`config.mk`:
```
export PLATFORM = sky130hd
export DESIGN_NAME = instr_load_mem_flat
export DESIGN_NICKNAME = d
export VERILOG_FILES = /design/src/rtl/cpu_pkg.sv /design/src/rtl/instr_load_mem_if.sv /design/src/rtl/sdp_ram.sv /design/src/rtl/instr_load_mem.sv /design/src/flat_wrapper.sv
export SDC_FILE = /design/constraint.sdc
export NUM_CORES = 2
export LEC_CHECK = 0
export ABC_AREA = 1
export CAP_MARGIN = 20
export CORE_UTILIZATION = 40
export DETAILED_ROUTE_END_ITERATION = 6
export PLACE_DENSITY_LB_ADDON = 0.2
export SYNTH_ARGS = -nofsm -noshare
export SYNTH_HDL_FRONTEND = slang
export SYNTH_SLANG_ARGS = --single-unit
```
`constraint.sdc`:
```
create_clock -name clk -period 4 [get_ports clk]
set_input_delay 0.8 -clock clk [delete_from_list [all_inputs] [get_ports clk]]
set_output_delay 0.8 -clock clk [all_outputs]
set_load 0.1 [all_outputs]
```
`src/rtl/cpu_pkg.sv`:
```
// Shared CPU-side constants and types for the instruction load memory.
package cpu_pkg;
  localparam logic [31:0] CPU_NOP_WORD = 32'h0000_0000;

  typedef enum logic [1:0] {
    LDM_IDLE = 2'd0,
    LDM_LOAD = 2'd1,
    LDM_RUN  = 2'd2
  } ldmem_state_t;
endpackage

```
`src/rtl/instr_load_mem_if.sv`:
```
// Load/fetch bus between the CPU front end and the instruction memory.
interface instr_load_mem_if #(
  parameter int DATA_W = 32,
  parameter int DEPTH  = 64,
  parameter int PC_W   = 32,
  parameter int ADDR_W = $clog2(DEPTH)
);
  logic              LoadInstructions;
  logic [DATA_W-1:0] Instruction;
  logic [PC_W-1:0]   fetch_addr;
  logic [DATA_W-1:0] fetch_instr;
  logic              prog_done;
  logic              running;
  logic              loading;
  logic [ADDR_W:0]   prog_len;
  logic              load_overflow;

  modport master (
    output LoadInstructions, Instruction, fetch_addr,
    input  fetch_instr, prog_done, running, loading, prog_len, load_overflow
  );

  modport slave (
    input  LoadInstructions, Instruction, fetch_addr,
    output fetch_instr, prog_done, running, loading, prog_len, load_overflow
  );
endinterface

```
`src/rtl/sdp_ram.sv`:
```
// Simple dual-port RAM: one synchronous write port, one registered read port.
// A same-address read/write returns the word stored before the edge.
module sdp_ram #(
  parameter int DATA_W = 32,
  parameter int DEPTH  = 64,
  parameter int ADDR_W = $clog2(DEPTH)
) (
  input  logic              clk,
  input  logic              wr_en,
  input  logic [ADDR_W-1:0] wr_addr,
  input  logic [DATA_W-1:0] wr_data,
  input  logic [ADDR_W-1:0] rd_addr,
  output logic [DATA_W-1:0] rd_data
);
  logic [DATA_W-1:0] mem [DEPTH];
  logic [DATA_W-1:0] rd_data_q;

  always_ff @(posedge clk) begin
    if (wr_en) mem[wr_addr] <= wr_data;
    rd_data_q <= mem[rd_addr];
  end

  assign rd_data = rd_data_q;
endmodule

```
`src/rtl/instr_load_mem.sv`:
```
// Instruction memory: serial program load from address 0, then qualified
// registered fetch returning NOP_WORD and prog_done beyond the program end.
module instr_load_mem
  import cpu_pkg::*;
#(
  parameter int                DATA_W   = 32,
  parameter int                DEPTH    = 64,
  parameter int                ADDR_W   = $clog2(DEPTH),
  parameter int                PC_W     = 32,
  parameter logic [DATA_W-1:0] NOP_WORD = DATA_W'(CPU_NOP_WORD)
) (
  input logic              clk,
  input logic              Reset,
  instr_load_mem_if.slave  bus
);
  localparam logic [1:0]    S_IDLE  = LDM_IDLE;
  localparam logic [1:0]    S_LOAD  = LDM_LOAD;
  localparam logic [1:0]    S_RUN   = LDM_RUN;
  localparam logic [ADDR_W:0] DEPTH_L = (ADDR_W+1)'(DEPTH);
  localparam int            CMP_W   = (PC_W > ADDR_W + 1) ? PC_W : ADDR_W + 1;

  logic [1:0]        state_q, state_d;
  logic [ADDR_W:0]   wr_ptr_q, wr_ptr_d;
  logic [ADDR_W:0]   prog_len_q, prog_len_d;
  logic              ovf_q, ovf_d;
  logic              fvalid_q, fvalid_d;
  logic              done_q, done_d;

  logic              we;
  logic [ADDR_W-1:0] waddr;
  logic [DATA_W-1:0] rd_data;
  logic [CMP_W-1:0]  addr_ext, len_ext;
  logic              in_range;

  // Full-width compare so PCs at or past DEPTH never alias into the RAM.
  assign addr_ext = CMP_W'(bus.fetch_addr);
  assign len_ext  = CMP_W'(prog_len_q);
  assign in_range = addr_ext < len_ext;

  always_comb begin
    state_d    = state_q;
    wr_ptr_d   = wr_ptr_q;
    prog_len_d = prog_len_q;
    ovf_d      = ovf_q;
    we         = 1'b0;
    waddr      = wr_ptr_q[ADDR_W-1:0];

    case (state_q)
      S_LOAD: begin
        if (bus.LoadInstructions) begin
          if (wr_ptr_q < DEPTH_L) begin
            we         = 1'b1;
            wr_ptr_d   = wr_ptr_q + 1'b1;
            prog_len_d = wr_ptr_q + 1'b1;
          end else begin
            ovf_d = 1'b1;
          end
        end else begin
          state_d = S_IDLE;
        end
      end
      default: begin
        // IDLE and RUN both start a fresh program on a load strobe.
        if (bus.LoadInstructions) begin
          state_d    = S_LOAD;
          we         = 1'b1;
          waddr      = '0;
          wr_ptr_d   = (ADDR_W+1)'(1);
          prog_len_d = (ADDR_W+1)'(1);
          ovf_d      = 1'b0;
        end else begin
          state_d = S_RUN;
        end
      end
    endcase

    // prog_len survives reset so a loaded program can be run after it.
    if (Reset) begin
      we         = 1'b0;
      prog_len_d = prog_len_q;
    end
  end

  always_comb begin
    fvalid_d = (state_q == S_RUN) && in_range;
    done_d   = (state_q == S_RUN) && !in_range;
  end

  always_ff @(posedge clk) begin
    if (Reset) begin
      state_q  <= S_IDLE;
      wr_ptr_q <= '0;
      ovf_q    <= 1'b0;
      fvalid_q <= 1'b0;
      done_q   <= 1'b0;
    end else begin
      state_q  <= state_d;
      wr_ptr_q <= wr_ptr_d;
      ovf_q    <= ovf_d;
      fvalid_q <= fvalid_d;
      done_q   <= done_d;
    end
  end

  always_ff @(posedge clk) begin
    prog_len_q <= prog_len_d;
  end

  sdp_ram #(
    .DATA_W(DATA_W),
    .DEPTH (DEPTH),
    .ADDR_W(ADDR_W)
  ) u_ram (
    .clk    (clk),
    .wr_en  (we),
    .wr_addr(waddr),
    .wr_data(bus.Instruction),
    .rd_addr(bus.fetch_addr[ADDR_W-1:0]),
    .rd_data(rd_data)
  );

  assign bus.fetch_instr   = fvalid_q ? rd_data : NOP_WORD;
  assign bus.prog_done     = done_q;
  assign bus.running       = (state_q == S_RUN);
  assign bus.loading       = (state_q == S_LOAD);
  assign bus.prog_len      = prog_len_q;
  assign bus.load_overflow = ovf_q;
endmodule

```
`src/flat_wrapper.sv`:
```
// flat-port wrapper written by rule: the top's interface ports become plain ports
module instr_load_mem_flat import cpu_pkg::*;
#(
  parameter int                DATA_W   = 32,
  parameter int                DEPTH    = 64,
  parameter int                ADDR_W   = $clog2(DEPTH),
  parameter int                PC_W     = 32,
  parameter logic [DATA_W-1:0] NOP_WORD = DATA_W'(CPU_NOP_WORD)
)
  (clk, Reset, bus_LoadInstructions, bus_Instruction, bus_fetch_addr, bus_fetch_instr, bus_prog_done, bus_running, bus_loading, bus_prog_len, bus_load_overflow);
  instr_load_mem_if #(.DATA_W(DATA_W), .DEPTH(DEPTH), .PC_W(PC_W), .ADDR_W(ADDR_W)) bus_i ();
  input logic clk;
  input logic Reset;
  input wire logic [$bits(bus_i.LoadInstructions)-1:0] bus_LoadInstructions;
  input wire logic [$bits(bus_i.Instruction)-1:0] bus_Instruction;
  input wire logic [$bits(bus_i.fetch_addr)-1:0] bus_fetch_addr;
  output wire logic [$bits(bus_i.fetch_instr)-1:0] bus_fetch_instr;
  output wire logic [$bits(bus_i.prog_done)-1:0] bus_prog_done;
  output wire logic [$bits(bus_i.running)-1:0] bus_running;
  output wire logic [$bits(bus_i.loading)-1:0] bus_loading;
  output wire logic [$bits(bus_i.prog_len)-1:0] bus_prog_len;
  output wire logic [$bits(bus_i.load_overflow)-1:0] bus_load_overflow;
  assign bus_i.LoadInstructions = bus_LoadInstructions;
  assign bus_i.Instruction = bus_Instruction;
  assign bus_i.fetch_addr = bus_fetch_addr;
  assign bus_fetch_instr = bus_i.fetch_instr;
  assign bus_prog_done = bus_i.prog_done;
  assign bus_running = bus_i.running;
  assign bus_loading = bus_i.loading;
  assign bus_prog_len = bus_i.prog_len;
  assign bus_load_overflow = bus_i.load_overflow;
  instr_load_mem #(.DATA_W(DATA_W), .DEPTH(DEPTH), .ADDR_W(ADDR_W), .PC_W(PC_W), .NOP_WORD(NOP_WORD)) u_core (.clk(clk), .Reset(Reset), .bus(bus_i));
endmodule
```
## Word-level counts from Yosys, hierarchy flattened

Memories as Yosys holds them, arrays and structs flattened. A register that Yosys moved wholly into a read port is not among the register bits.
Index checks and enable logic that the tools add are counted.

| storage, ports and cells | value |
|---|---|
| input port bits | 67 |
| flip-flop bits (word level) | 19 |
| output and inout bits | 43 |
| logic and storage cells | 43 |
| memories | 1 |
| RAM bits | 2,048 |

| operators by class | value |
|---|---|
| bitwise gates (word level) | 1 |
| order comparisons | 2 |
| equal/unequal tests | 5 |
| add/subtract/negate cells | 1 |
| muxes and demuxes | 21 |
| reductions and logical operators | 6 |

Memory list:

| memory | words | width | rd ports | clocked after memory_dff | write ports | RTL line | RTL |
|---|---|---|---|---|---|---|---|
| u_core.u_ram.mem | 64 | 32 | 1 | 1 | 1 | sdp_ram.sv:15 | `logic [DATA_W-1:0] mem [DEPTH];` |

Operator list:

| kind | count |
|---|---|
| 32-bit by 7-bit less-than comparator with 1-bit output | 1 |
| 32-bit 2-to-1 mux | 1 |
| 7-bit 2-to-1 mux | 4 |
| 6-bit 2-to-1 mux | 2 |
| 1-bit 2-to-1 mux | 11 |
| 7-bit by 1-bit adder with 7-bit output (second input constant) | 1 |
| 7-bit less-than comparator (second input constant) | 1 |
| 2-bit 2-to-1 mux | 3 |
| 2-bit != test (second input constant) | 2 |
| 2-bit AND reduction | 2 |
| 3-bit AND reduction | 1 |
| 2-bit by 1-bit equality test with 1-bit output (second input constant) | 1 |
| 2-bit equality test (second input constant) | 1 |
| 1-bit logical AND | 2 |
| 2-bit by 1-bit != test with 1-bit output (second input constant) | 1 |
| 1-bit logical NOT | 1 |
| 1-bit NOT | 1 |

## Depth between registers and ports, before layout

| logic depth | value |
|---|---|
| depth in word-level cells | 7 |
| depth in mapped cells | 13 |
| mapped depth without buffers | 9 |

## By module

Synthesis repeated with hierarchy kept, for this count alone.

| second synthesis, totals | value |
|---|---|
| cells, all modules | 6,985 |
| area total of the unflattened synthesis | 84,091.9 sq um |

By module, submodules not included:

| module | area each (sq um) | seq. area each (sq um) | times used | cells each |
|---|---|---|---|---|
| sdp_ram | 82,738.1 | 62,139.6 | 1 | 6,769 |
| instr_load_mem | 1,353.8 | 450.4 | 1 | 216 |

## Worst setup path before layout

OpenSTA, ideal clock, no wires.

| timing path | value |
|---|---|
| kind | in2reg |
| start point | in bus_LoadInstructions |
| end point | mem u_core.u_ram.mem[40][0], enable pin |
| setup slack | 522 ps |
| stages | 8 |
| path buffers | 0 |
| required time | 3,579 ps |
| data arrival time | 3,057 ps |
| library setup time | 421 ps |
| cell sequence | inv_1 > nor2_4 > nor2_2 > inv_1 > nand2_1 > inv_2 > nand3_2 > nor2_1 |

| between the ends | value |
|---|---|
| longest elaborated chain between the ends | 5 |
| elaborated cells on any way between the ends | 8 |
| classes of those cells | mux (8) |

Ends and longest elaborated chain:

| what | RTL line | RTL |
|---|---|---|
| start: declaration | flat_wrapper.sv:14 | `input wire logic [$bits(bus_i.LoadInstructions)-1:0] bus_LoadInstructions;` |
| 1-bit 2-to-1 mux, on equally long branches | instr_load_mem.sv:64, instr_load_mem.sv:50 |  |
| 1-bit 2-to-1 mux | instr_load_mem.sv:48 | `case (state_q)` |
| 1-bit 2-to-1 mux | instr_load_mem.sv:78 | `if (Reset) begin` |
| 1-bit 2-to-1 mux | sdp_ram.sv:19 | `if (wr_en) mem[wr_addr] <= wr_data;` |
| 1-bit 2-to-1 mux (not written as such) | sdp_ram.sv:19 |  |
| end: declaration | sdp_ram.sv:15 |  |

Several ways; a longest one is shown, not always the timed one.

## Worst setup path after layout

| timing path | value |
|---|---|
| start point | reg u_core.prog_len_q[2] (netlist: u_core.bus.prog_len[2]) |
| end point | out bus_prog_len[2] |

RTL lines:

| what | RTL line | RTL |
|---|---|---|
| start: declaration | instr_load_mem.sv:24 | `logic [ADDR_W:0] prog_len_q, prog_len_d;` |
| start signal: assignment | instr_load_mem.sv:106 | `prog_len_q <= prog_len_d;` |
| end: declaration | flat_wrapper.sv:21 | `output wire logic [$bits(bus_i.prog_len)-1:0] bus_prog_len;` |

No word-level cell between the ends.

==> summary.md <==
| Metric | Value |
|---|---|
| Tightest Pin Transition | `~1.1 ns` |
| Setup Slack @ Placement | `about 0.09 ns` |
| Mapped Area | `0.0840 mm2` |
| CTS clk-pin slew, worst paths | `about 0.060 ns` |
| RSZ-0062 raised after global routing | `false` |
| Fin crit period | `roughly 3.5 ns` |
| Reg area | `around 0.063 mm2` |
| Non-Filler Instances | `10,100` |
| CP required | `3.20 ns` |
| Synth area leaders | `edfxtp_1 (73%), nand3_1 (11%), nand2_1 (10%)` |
| Antenna-violating nets left | `0` |
| Layout Skew | `just over 0.03 ns` |
| Vias post-DR | `between 50,000 and 60,000` |
| Top Layer Used | `met4` |
| Post-Syn Nets | `~7,000` |
| Period utilization | `approximately 87%` |
| H-tree levels | `4` |
| Area Overhead vs Synth | `14.9%` |
| Status | `complete, no violations` |
| Cts repair resizes | `0` |
| Routed len/inst | `between 20 and 25 um` |
| Count of pins over their slew limit | `0` |
| Critical path class | `flip-flop to output port` |
| Routability cong. | `~0.85` |
| Top cell type's share of synthesized area | `about three quarters` |
| Crit Path Max Fanout | `2` |
| VDD IR-drop max | `0.435 mV` |
| Largest net degree at the start of global routing | `114` |
| PortBufs | `between 100 and 150` |
| DR pass1 iterations | `6` |
| Post-route setup TNS | `0 ns` |
| Antenna violations before repair | `8` |
| CTS tree | `done` |
| Cts hold-fix bufs | `0` |
| Wire length on met3 | `around 17,000 um` |
| Most frequent cells in the layout | `nand2_1 (2,287), edfxtp_1 (2,055), nand3_1 (1,921), buf_4 (236), clkbuf_16 (216)` |
| Syn Inst Count | `about 7,000` |
| Initial Utilization | `roughly 40%` |
| Die X | `between 400 and 500 um` |
| Worst Setup End Kind | `output port` |
| Placeable Area | `0.208 mm2` |
| Final hold viol count | `0` |
| Fillers | `around 19,000` |
| Worst hold path class | `input pin to flip-flop` |
| Most common cell after layout, fill and taps aside | `nand2_1` |
| Syn avg cell area | `roughly 12 um2` |
| Routed WL | `about 250,000 um` |
| CTS buffer count | `approximately 220` |
| Placed Instances | `roughly 9,700` |
| Synth cell types | `26` |
| I/O pins | `110` |
| Initial DRC count | `6,117` |
| Setup WS post-layout | `approximately 0.54 ns` |
| Metal2 WL | `approximately 120,000 um` |
| First-pass GRT wire length | `~360,000 um` |
| Setup Buffers After CTS | `0` |
| Via density | `around 5.4` |
| Layout cell share with drive strength beyond 1 | `roughly a tenth` |
| Register area share after synthesis | `74.5%` |
| Total gr overflow | `0` |
| Yosys warnings | `0` |
| Slew HR | `between 20 and 30%` |
| Final setup viols | `0` |
| Family with the most delay on the worst path | `buffers and inverters` |
| Pleak | `34.0 nW` |
| Die ar. | `approximately 0.21 mm2` |
| DRC violations left | `0` |
| CTS sink count | `~2,100` |
| CTS Root Cell | `clkbuf_16` |
| GRT Total Usage | `a little under a quarter` |
| Crit path buf inv count | `1` |
| M1 WL | `between 100,000 and 150,000 um` |
| Post-DP HPWL | `approximately 150,000 um` |
| Synth area leader | `edfxtp_1` |
| CP Cell Sequence | `clkdlybuf4s50_1` |
| Vias in the first global route | `roughly 52,000` |
| Synthesis-stage register bit count | `roughly 2,100` |
| Longest Clk Path Bufs | `3` |
| Fin nets | `7,156` |
| PD cells | `490 mW/mm2` |
| Max Cap Viol | `0` |
| Slowest CP cell | `clkdlybuf4s50_1` |
| Crit path largest cell delay | `roughly 1.2 ns` |
| Clk_lat worst skew | `roughly 0.85 ns` |
| Die H | `between 400 and 500 um` |
| Multi-input logic area | `roughly 0.019 mm2` |
| Max Fclk | `around 290 MHz` |
| CP Launch Type | `flip-flop` |
| Data arrival, critical path | `2.66 ns` |
| Row Count | `167` |
## Yosys cell counts, drive strengths merged
cell type,instances
or2,2
dfxtp,44
inv,74
and3,1
nor2,87
nand3,1923
nor4,4
nand2,2287
o21ai,8
nor3,8
buf,370
a21oi,9
edfxtp,2055
nand4,4
clkbuf,80
o31ai,1
ha,7
a31oi,2
## final timing paths
path / from / end / slack, ns / cells after the start
worst max-delay path: u_core.bus.prog_len[2] / bus_prog_len[2] / 0.54 / 1
worst min-delay path: bus_Instruction[9] / u_core.u_ram.mem[1][9] / 0.32 / 1
worst max register to register: u_core.state_q[0] / u_core.u_ram.mem[51][19] / 1.27 / 11
worst min register to register: u_core.wr_ptr_q[1] / u_core.wr_ptr_q[1] / 0.51 / 2
## where the power goes
part           switching (mW)  internal (mW)
Combinational            2.24          0.682
Clock                    8.57           11.5
Sequential             0.0460           24.2
## state kept, by name (all words and copies together) (netlist names)
name and count:
u_core.wr_ptr_q 7, u_core.bus.load_overflow 1, u_core.u_ram.mem 2048, u_core.bus.prog_done 1, u_core.u_ram.rd_data 32, u_core.state_q 2
u_core.fvalid_q 1, u_core.bus.prog_len 7
## through the flow
step           util, %  hold WS (ns)  power, mW  area, um2
2_1_floorplan        -         0.464       26.2      84000
3_3_place_gp      43.0         0.500       27.6      89400
3_5_place_dp      43.0         0.506       27.7      89400
4_1_cts           46.4         0.284       47.5      96400
5_1_grt           46.4         0.300       48.6      96400
6_report          46.4         0.319       47.3      96500
## per-layer routing
| metal | GRT usage [%] | vias up |
|---|---|---|
| li1 | - | 25000 |
| met1 | 32.7 | 27000 |
| met2 | 38.0 | 2114 |
| met3 | 3.20 | 342 |
| met4 | 7.26 | 0 |
| met5 | 0 | - |
## layout make-up
type,instances,area share [%]
Antenna cell,5,0.0130
Timing Repair Buffer,349,3.78
Clock buffer,271,5.98
Inverter,74,0.327
Tap cell,2788,3.62
Sequential cell,2099,64.9
Clock inverter,132,1.33
Multi-Input combinational cell,4343,20.1
## logic make-up after synthesis
kind of cell,share of synthesized area [%]
adders and majority gates,0.104
and+or+nand+nor,22.2
buffers and inverters,2.99
AOI/OAI and AO/OA,0.125
DFF,74.5
Note: power is estimated with default switching activity, not from simulation.
